[config.mk]
export PLATFORM = sky130hd
export DESIGN_NAME = tpu_host_loader
export DESIGN_NICKNAME = d
export VERILOG_FILES = /design/src/rtl/tpu_pkg.sv /design/src/rtl/tpu_result_serializer.sv /design/src/rtl/tpu_host_loader.sv
export SDC_FILE = /design/constraint.sdc
export NUM_CORES = 1
export LEC_CHECK = 0
export ABC_AREA = 1
export CELL_PAD_IN_SITES_DETAIL_PLACEMENT = 2
export CELL_PAD_IN_SITES_GLOBAL_PLACEMENT = 2
export CORE_ASPECT_RATIO = 1.4
export CORE_MARGIN = 1.5
export CORE_UTILIZATION = 26
export CTS_CLUSTER_DIAMETER = 30
export DETAILED_ROUTE_END_ITERATION = 8
export PLACE_DENSITY = 0.94
export SYNTH_ARGS = -nofsm -noshare
export SYNTH_HDL_FRONTEND = slang
export SYNTH_SLANG_ARGS = --single-unit
[constraint.sdc]
create_clock -name clk -period 2.85 [get_ports clk]
set_input_delay 0.285 -clock clk [delete_from_list [all_inputs] [get_ports clk]]
set_output_delay 0.285 -clock clk [all_outputs]
set_load 0.02 [all_outputs]
[src/rtl/tpu_pkg.sv]
// Shared definitions for the micro-TPU: array dimension defaults,
// host opcodes and the host loader state encoding.
package tpu_pkg;

    localparam int N_DEF  = 2;
    localparam int DW_DEF = 8;
    localparam int RW_DEF = 16;

    typedef enum logic [1:0] {
        OP_LOAD_W = 2'b00,
        OP_LOAD_A = 2'b01,
        OP_RUN    = 2'b10,
        OP_READ   = 2'b11
    } opcode_e;

    typedef enum logic [2:0] {
        ST_IDLE   = 3'd0,
        ST_LOAD   = 3'd1,
        ST_START  = 3'd2,
        ST_WAIT   = 3'd3,
        ST_FETCH  = 3'd4,
        ST_LATCH  = 3'd5,
        ST_OUT_LO = 3'd6,
        ST_OUT_HI = 3'd7
    } loader_state_e;

endpackage

[src/rtl/tpu_result_serializer.sv]
// Result holding register and low/high byte selection for the output pins.
module tpu_result_serializer
    import tpu_pkg::*;
#(
    parameter int RW = RW_DEF
) (
    input  logic              clk,
    input  logic              rst_n,
    input  logic              ena,
    input  logic              latch_i,
    input  logic              valid_i,
    input  logic              sel_hi_i,
    input  logic [RW-1:0]     res_data_i,
    output logic [RW/2-1:0]   out_data_o
);

    logic [RW-1:0] hold_q;

    always_ff @(posedge clk) begin
        if (!rst_n) begin
            hold_q <= '0;
        end else if (ena && latch_i) begin
            hold_q <= res_data_i;
        end
    end

    // The output bus idles at zero so the host never sees a stale result byte.
    always_comb begin
        out_data_o = '0;
        if (valid_i) begin
            out_data_o = sel_hi_i ? hold_q[RW-1:RW/2] : hold_q[RW/2-1:0];
        end
    end

endmodule

[src/rtl/tpu_host_loader.sv]
// Byte-serial host front end: parses header bytes, fills the operand buffers,
// launches the array and streams 16-bit results back as low/high byte pairs.
module tpu_host_loader
    import tpu_pkg::*;
#(
    parameter  int N  = N_DEF,
    parameter  int DW = DW_DEF,
    parameter  int RW = RW_DEF,
    localparam int AW = $clog2(N*N)
) (
    input  logic          clk,
    input  logic          rst_n,
    input  logic          ena,
    input  logic [7:0]    in_data,
    input  logic          in_valid,
    output logic          in_ready,
    output logic          w_we,
    output logic          a_we,
    output logic [AW-1:0] buf_addr,
    output logic [DW-1:0] buf_data,
    output logic          start,
    input  logic          done,
    output logic [AW-1:0] res_addr,
    input  logic [RW-1:0] res_data,
    output logic [7:0]    out_data,
    output logic          out_valid,
    input  logic          out_ready,
    output logic          busy
);

    localparam logic [AW-1:0] LAST = AW'(N*N-1);

    loader_state_e state_q, state_d;
    logic [AW-1:0] count_q, count_d;
    logic          tgt_act_q, tgt_act_d;
    logic          pend_q, pend_d;
    logic [AW-1:0] addr_q, addr_d;
    logic [DW-1:0] data_q, data_d;

    logic in_hs;
    logic out_hs;

    assign in_ready  = (state_q == ST_IDLE) || (state_q == ST_LOAD);
    assign out_valid = (state_q == ST_OUT_LO) || (state_q == ST_OUT_HI);
    assign busy      = (state_q != ST_IDLE);
    assign in_hs     = in_valid && in_ready && ena;
    assign out_hs    = out_valid && out_ready && ena;

    // A pending write survives ena low and is released on the first enabled cycle.
    assign w_we     = pend_q && !tgt_act_q && ena;
    assign a_we     = pend_q &&  tgt_act_q && ena;
    assign buf_addr = addr_q;
    assign buf_data = data_q;
    assign start    = (state_q == ST_START) && ena;
    assign res_addr = count_q;

    always_comb begin
        // NOTE: every next-state signal gets a default first so no latch is inferred.
        state_d   = state_q;
        count_d   = count_q;
        tgt_act_d = tgt_act_q;
        pend_d    = 1'b0;
        addr_d    = addr_q;
        data_d    = data_q;
        case (state_q)
            ST_IDLE: begin
                if (in_hs) begin
                    count_d = '0;
                    case (opcode_e'(in_data[7:6]))
                        OP_LOAD_W: begin tgt_act_d = 1'b0; state_d = ST_LOAD;  end
                        OP_LOAD_A: begin tgt_act_d = 1'b1; state_d = ST_LOAD;  end
                        OP_RUN:    state_d = ST_START;
                        OP_READ:   state_d = ST_FETCH;
                    endcase
                end
            end
            ST_LOAD: begin
                if (in_hs) begin
                    pend_d = 1'b1;
                    addr_d = count_q;
                    data_d = in_data[DW-1:0];
                    if (count_q == LAST) begin
                        count_d = '0;
                        state_d = ST_IDLE;
                    end else begin
                        count_d = count_q + AW'(1);
                    end
                end
            end
            ST_START: state_d = ST_WAIT;
            ST_WAIT:  if (done) state_d = ST_IDLE;
            ST_FETCH: state_d = ST_LATCH;
            ST_LATCH: state_d = ST_OUT_LO;
            ST_OUT_LO: if (out_hs) state_d = ST_OUT_HI;
            ST_OUT_HI: begin
                if (out_hs) begin
                    if (count_q == LAST) begin
                        count_d = '0;
                        state_d = ST_IDLE;
                    end else begin
                        count_d = count_q + AW'(1);
                        state_d = ST_FETCH;
                    end
                end
            end
            default: state_d = ST_IDLE;
        endcase
    end

    // NOTE: sequential state uses non-blocking assignments; ena low freezes everything.
    always_ff @(posedge clk) begin
        if (!rst_n) begin
            state_q   <= ST_IDLE;
            count_q   <= '0;
            tgt_act_q <= 1'b0;
            pend_q    <= 1'b0;
            addr_q    <= '0;
            data_q    <= '0;
        end else if (ena) begin
            state_q   <= state_d;
            count_q   <= count_d;
            tgt_act_q <= tgt_act_d;
            pend_q    <= pend_d;
            addr_q    <= addr_d;
            data_q    <= data_d;
        end
    end

    tpu_result_serializer #(.RW(RW)) u_ser (
        .clk        (clk),
        .rst_n      (rst_n),
        .ena        (ena),
        .latch_i    (state_q == ST_LATCH),
        .valid_i    (out_valid),
        .sel_hi_i   (state_q == ST_OUT_HI),
        .res_data_i (res_data),
        .out_data_o (out_data)
    );

endmodule
**After elaboration in Yosys (flattened, before gate mapping)**

Cells that the tools add are included.

- $lt $le $gt $ge: 0
- Shifts and indexed selects: 0
- Multipliers: 0
- Bitwise gates (word level): 0
- Add/subtract/negate cells: 1
- Muxes and demuxes: 19
- Reductions and logical operators: 23
- Divide/modulo/power cells: 0
- Equal/unequal tests: 17

Operator list:

| cell | number |
|---|---|
| case mux 3 bit (8 select lines) | 1 |
| 2-to-1 mux 3 bit | 7 |
| 2-to-1 mux 8 bit | 2 |
| == test 3 bit (second input constant) | 4 |
| logical AND 1 bit | 10 |
| inequality test 2 bit (second input constant) | 5 |
| case mux 3 bit (3 select lines) | 1 |
| 2-to-1 mux 2 bit | 4 |
| AND reduction 7 bit | 1 |
| == test 2 bit (second input constant) | 3 |
| == test 3 x 2 -> 1 bit (second input constant) | 2 |
| case mux 2 bit (3 select lines) | 1 |
| nonzero test 3 bit | 2 |
| AND reduction 5 bit | 1 |
| AND reduction 4 bit | 1 |
| == test 3 x 1 -> 1 bit (second input constant) | 1 |
| logical NOT 3 bit | 1 |
| AND reduction 3 bit | 1 |
| adder 2 x 1 -> 2 bit (second input constant) | 1 |
| == test 2 x 1 -> 1 bit (second input constant) | 1 |
| logical NOT 2 bit | 1 |
| logical OR 1 bit | 2 |
| 2-to-1 mux 1 bit | 2 |
| inequality test 2 x 1 -> 1 bit (second input constant) | 1 |
| 4 further kinds | 4 |

- Bits in latches: 0
- Memories kept: 0
- Register bits: 33
- RAM bits: 0
- Word-level logic and storage cells: 67
- Input bits: 30
- Output and inout bits: 26
- ROM bits: 0

**Logic depth before layout (Yosys ltp)**

- Depth after elaboration: 6
- Depth in mapped cells: 9
- Gate-level depth less buffers: 8

**Hierarchy**

From an unflattened synthesis, not the netlist that was laid out.

- Cell total of the unflattened synthesis: 259
- Area, all modules: 1695.4 um^2

By module, submodules not included:

| module | seq. area each (um^2) | area an instance (um^2) | times used | cells an instance |
|---|---|---|---|---|
| tpu_host_loader | 340.3 | 915.9 | 1 | 132 |
| tpu_result_serializer | 320.3 | 779.5 | 1 | 127 |

**Least setup slack after synthesis**

OpenSTA, ideal clock, no wires.

- Path kind: reg2out
- From: reg state_q[2]
- To: out start
- Arrival time: 1.149 ns
- Stages on the path, launching flop included: 3
- Path buffers: 1
- Required time: 2.565 ns
- Path slack: 1.416 ns
- Cells stage by stage: dfxtp_1 -> buf_6 -> nor4_1

- Word-level cells in the longest chain between the ends: 2

RTL lines:

| item | RTL line | source |
|---|---|---|
| from (decl) | tpu_host_loader.sv:33 | `loader_state_e state_q, state_d;` |
| from (signal assigned) | tpu_host_loader.sv:120 | `state_q <= state_d;` |
| == test 3 x 2 -> 1 bit | tpu_host_loader.sv:54 | `assign start = (state_q == ST_START) && ena;` |
| logical AND 1 bit | tpu_host_loader.sv:54 |  |
| to (decl) | tpu_host_loader.sv:21 | `output logic start,` |

No other way between the ends.

**Worst setup path after layout**

- From: reg state_q[2]
- To: out out_data[6]

- Word-level cells in the longest chain between the ends: 3
- Elaborated cells between the ends (all ways): 5
- Those cells by class: eq/ne (2); mux (2); reduce/logical (1)

RTL lines:

| item | RTL line | source |
|---|---|---|
| == test 3 bit, on equally long branches | tpu_host_loader.sv:44, tpu_host_loader.sv:135 |  |
| 2-to-1 mux 8 bit / logical OR 1 bit (equally long branches) | tpu_result_serializer.sv:31, tpu_host_loader.sv:44 |  |
| 2-to-1 mux 8 bit * | tpu_result_serializer.sv:30 | `if (valid_i) begin` |
| to (decl) | tpu_host_loader.sv:25 | `output logic [7:0] out_data,` |

Mark *: on every way between the ends. The rest lies on a longest branch, timed or not.

==> impl_summary.txt <==
----------------------------------------------------
[Timing]
  Remaining max-slew budget at the tightest pin ... 40.51%
  Worst setup slack after layout ... 0.1651 ns
  Maximum frequency from static timing analysis ... 0.3724 GHz
  Worst-margin pin slew ... 0.8903 ns
  Setup TNS ... 0 ns
  Time the final worst path needs with I/O delays and setup ... 2.685 ns
  Clock Skews ... 0.005731 ns
  Finish-stage setup viols ... 0
  Max Slew Vio Count ... 0
  Fraction of the cycle the final worst path needs ... 94.21%
  Unrepaired setup endpoints after global routing ... no
  Hold violation total from the final report ... 0

[CTS]
  Number of buffers created by CTS ... 5
  Clock buffer depth ... 2
  Setup fix buffers added after clock tree synthesis ... 0
  Latest clock arrival within the worst-skew pair ... 0.29 ns
  Clock sinks ... 33
  Hold bufs inserted after CTS ... 0
  Htree depth ... 2
  TritonCTS clock tree ... built
  Clock slew at the register clock pins of the worst setup and hold paths ... 0.07 ns
  Post-CTS sizing ... 0
  Clock root buffer ... clkbuf_8

[Floorplanning]
  Die area ... 6551 um^2
  Horizontal extent of the die ... 68.84 um
  Row count ... 33
  Die height ... 95.17 um
  Core box area ... 5863 um^2
  Top Ports ... 56
  Initial standard-cell utilization of the core ... 26.91%

[Routing]
  Routed len/inst ... 15.82 um
  Final routed wirelength across all metal layers ... 5269 um
  Detail Route Antenna Nets ... 0
  DRC violation total after the first TritonRoute iteration ... 21
  Number of remaining DRC errors ... 0
  Routed via count divided by cell count ... 4.868
  Number of optimization iterations in the first detailed-route pass ... 4
  Count of vias placed by the detailed router ... 1621

[Layout]
  P&R area growth vs syn ... 43.54%
  Antenna cells ... 0
  Fill cell count ... 685
  Share of cells above drive strength 1 ... 9.125%
  Total Nets Final ... 293
  Final Core Density ... 38.63%

[Setup path]
  Critical path peak fanout ... 11
  Arrival time at the worst endpoint ... 2.40 ns
  Critical path endpoint category ... output port
  Critical Path RT ... 2.57 ns
  Startpoint type of the worst setup path ... register
  Crit Path Category ... register to output port

[Yosys]
  Seq cells post-synth ... 33
  Synthesized area ... 1578 um^2
  Library cells used by synthesis ... 27
  Top cells by area, synth ... dfxtp_1 (42%), a21oi_1 (10%), nand2_1 (7.6%)
  Largest family of logic cells by synthesized area ... simple AND/OR/NAND/NOR gates
  Syn Inst Count ... 208
  Area leader, netlist ... dfxtp_1
  Most numerous cell types in the synthesized netlist ... dfxtp_1 (33), a21oi_1 (32), nand2_1 (32)
  Multiplexer fraction of the synthesized cell area ... 0%
  Total nets after synthesis ... 239
  Share of synthesized registers carrying an async set or reset ... 0%
  Arithmetic-cell share of the synthesized area counting full adders, half adders and majority gates ... 0.7930%
  Compound-gate portion of the synthesized area ... 21.57%
  Yosys synthesis warning count ... 0
  Xor and xnor fraction of the mapped netlist area ... 0%
  Area share of and/or/nand/nor cells after synthesis ... 23.16%
  Most common flop cell mapped by yosys ... dfxtp_1
  Seq/Total Area, Yosys ... 41.87%
  Mean cell area of the mapped netlist ... 7.585 um^2
  Post-synth EDFFs ... 0
  Post-synth top area share ... 41.87%
  Most common cell in the synthesized netlist ... dfxtp_1

[Outcome]
  Status ... completed

[Pwr]
  Power density over the cells ... 478.7 nW/um^2
  Reported leakage power ... 0.8200 nW
  Worst IR drop on VDD ... 0.2304 mV

[Run]
  Max-cap violations ... 0

[Placement]
  Minimum setup slack after placement ... 0.4616 ns
  Estimated wirelength of the detail-placed design ... 3950 um
  Count of buffers from port buffering ... 55
  Last weighted congestion value of the routability-driven placer ... 0.8266

[Global routing]
  Number of antenna violations at the first check in global routing ... 0
  Via count of the first global-routing pass ... 1822
  Wire length of the first global-routing pass ... 8666 um
  Global-route congestion overflow total ... 0
  Total GRT Usage ... 17.99%
  Largest net degree at the start of global routing ... 33

[Hold path]
  Worst min-delay path category ... register to register

----------------------------------------------------
## through the flow
stage | hold WS, ns | instances | instance area [um^2] | total power, W
after floorplan | 0.4234 | 208 | 1578 | 0.0005572
after global placement | 0.4374 | 325 | 2148 | 0.0006251
after detailed placement | 0.4543 | 325 | 2148 | 0.0006302
after CTS | 0.4743 | 333 | 2265 | 0.001100
after global routing | 0.4919 | 333 | 2265 | 0.001131
final | 0.4699 | 333 | 2265 | 0.001084
## area by class of cell
class	instances	area, um^2	share of cell area (%)
Multi-Input combinational cell	135	718.2	31.71
Sequential cell	33	660.6	29.17
Timing Repair Buffer	58	573.1	25.30
Inverter	29	108.9	4.807
Tap cell	70	87.58	3.867
Clock buffer	7	86.33	3.812
Clock inverter	1	30.03	1.326
## logic make-up after synthesis
family | after synthesis
flops | 33
fa+ha+maj | 1
simple gates | 71
buf+inv | 40
compound gates | 63
## sequential cells by signal, summed over array words and instances, names as in the netlist
register / cells
buf_addr: 2
buf_data: 8
pend_q: 1
res_addr: 2
state_q: 3
tgt_act_q: 1
u_ser.hold_q: 16
## final timing paths
path               start                to  slack (ns)  cells past startpoint
min reg2reg  buf_data[6]       buf_data[6]        0.47                      2
max reg2reg   state_q[2]  u_ser.hold_q[10]        0.72                      5
min          buf_data[6]       buf_data[6]        0.47                      2
max           state_q[2]       out_data[6]        0.17                      3
## power by group
group	leakage (nW)	total, W	switching (W)	internal [W]
clock	0.0585	0.000465	0.000180	0.000285
sequential	0.266	0.000475	0.00000731	0.000468
combinational	0.495	0.000144	0.0000726	0.0000712
## worst max-delay path: stages (launching register included)
cell             delay (ns)
dfxtp_1                0.57
nand3_1                0.51
o22ai_1                0.38
clkdlybuf4s50_1        0.66
## routing by layer
metal	vias to the layer above	share of wire (%)	GRT usage [%]
met4	0	2.0	7.026
met1	776	37	17.92
met5	-	0	0
met3	8	4.6	4.604
met2	48	56	34.13
li1	789	-	-
## placed cells by master (no fill, tap or decap), types with 2 or more instances in the layout
| master | synthesis | routed |
|---|---|---|
| inv_1 | 26 | 26 |
| nand3_2 | 2 | 2 |
| nand2_4 | 2 | 2 |
| dfxtp_1 | 33 | 33 |
| a21oi_1 | 32 | 32 |
| buf_4 | 0 | 3 |
| clkdlybuf4s50_1 | 0 | 55 |
| inv_2 | 2 | 2 |
| clkbuf_8 | 0 | 6 |
| nor2_1 | 11 | 11 |
| o22ai_1 | 8 | 8 |
| nand3_1 | 16 | 16 |
| o21ai_1 | 2 | 2 |
| nor2_4 | 3 | 3 |
| nand2_1 | 32 | 32 |
| o21ai_0 | 19 | 19 |
No activity file was read; power rests on OpenSTA's default activity.
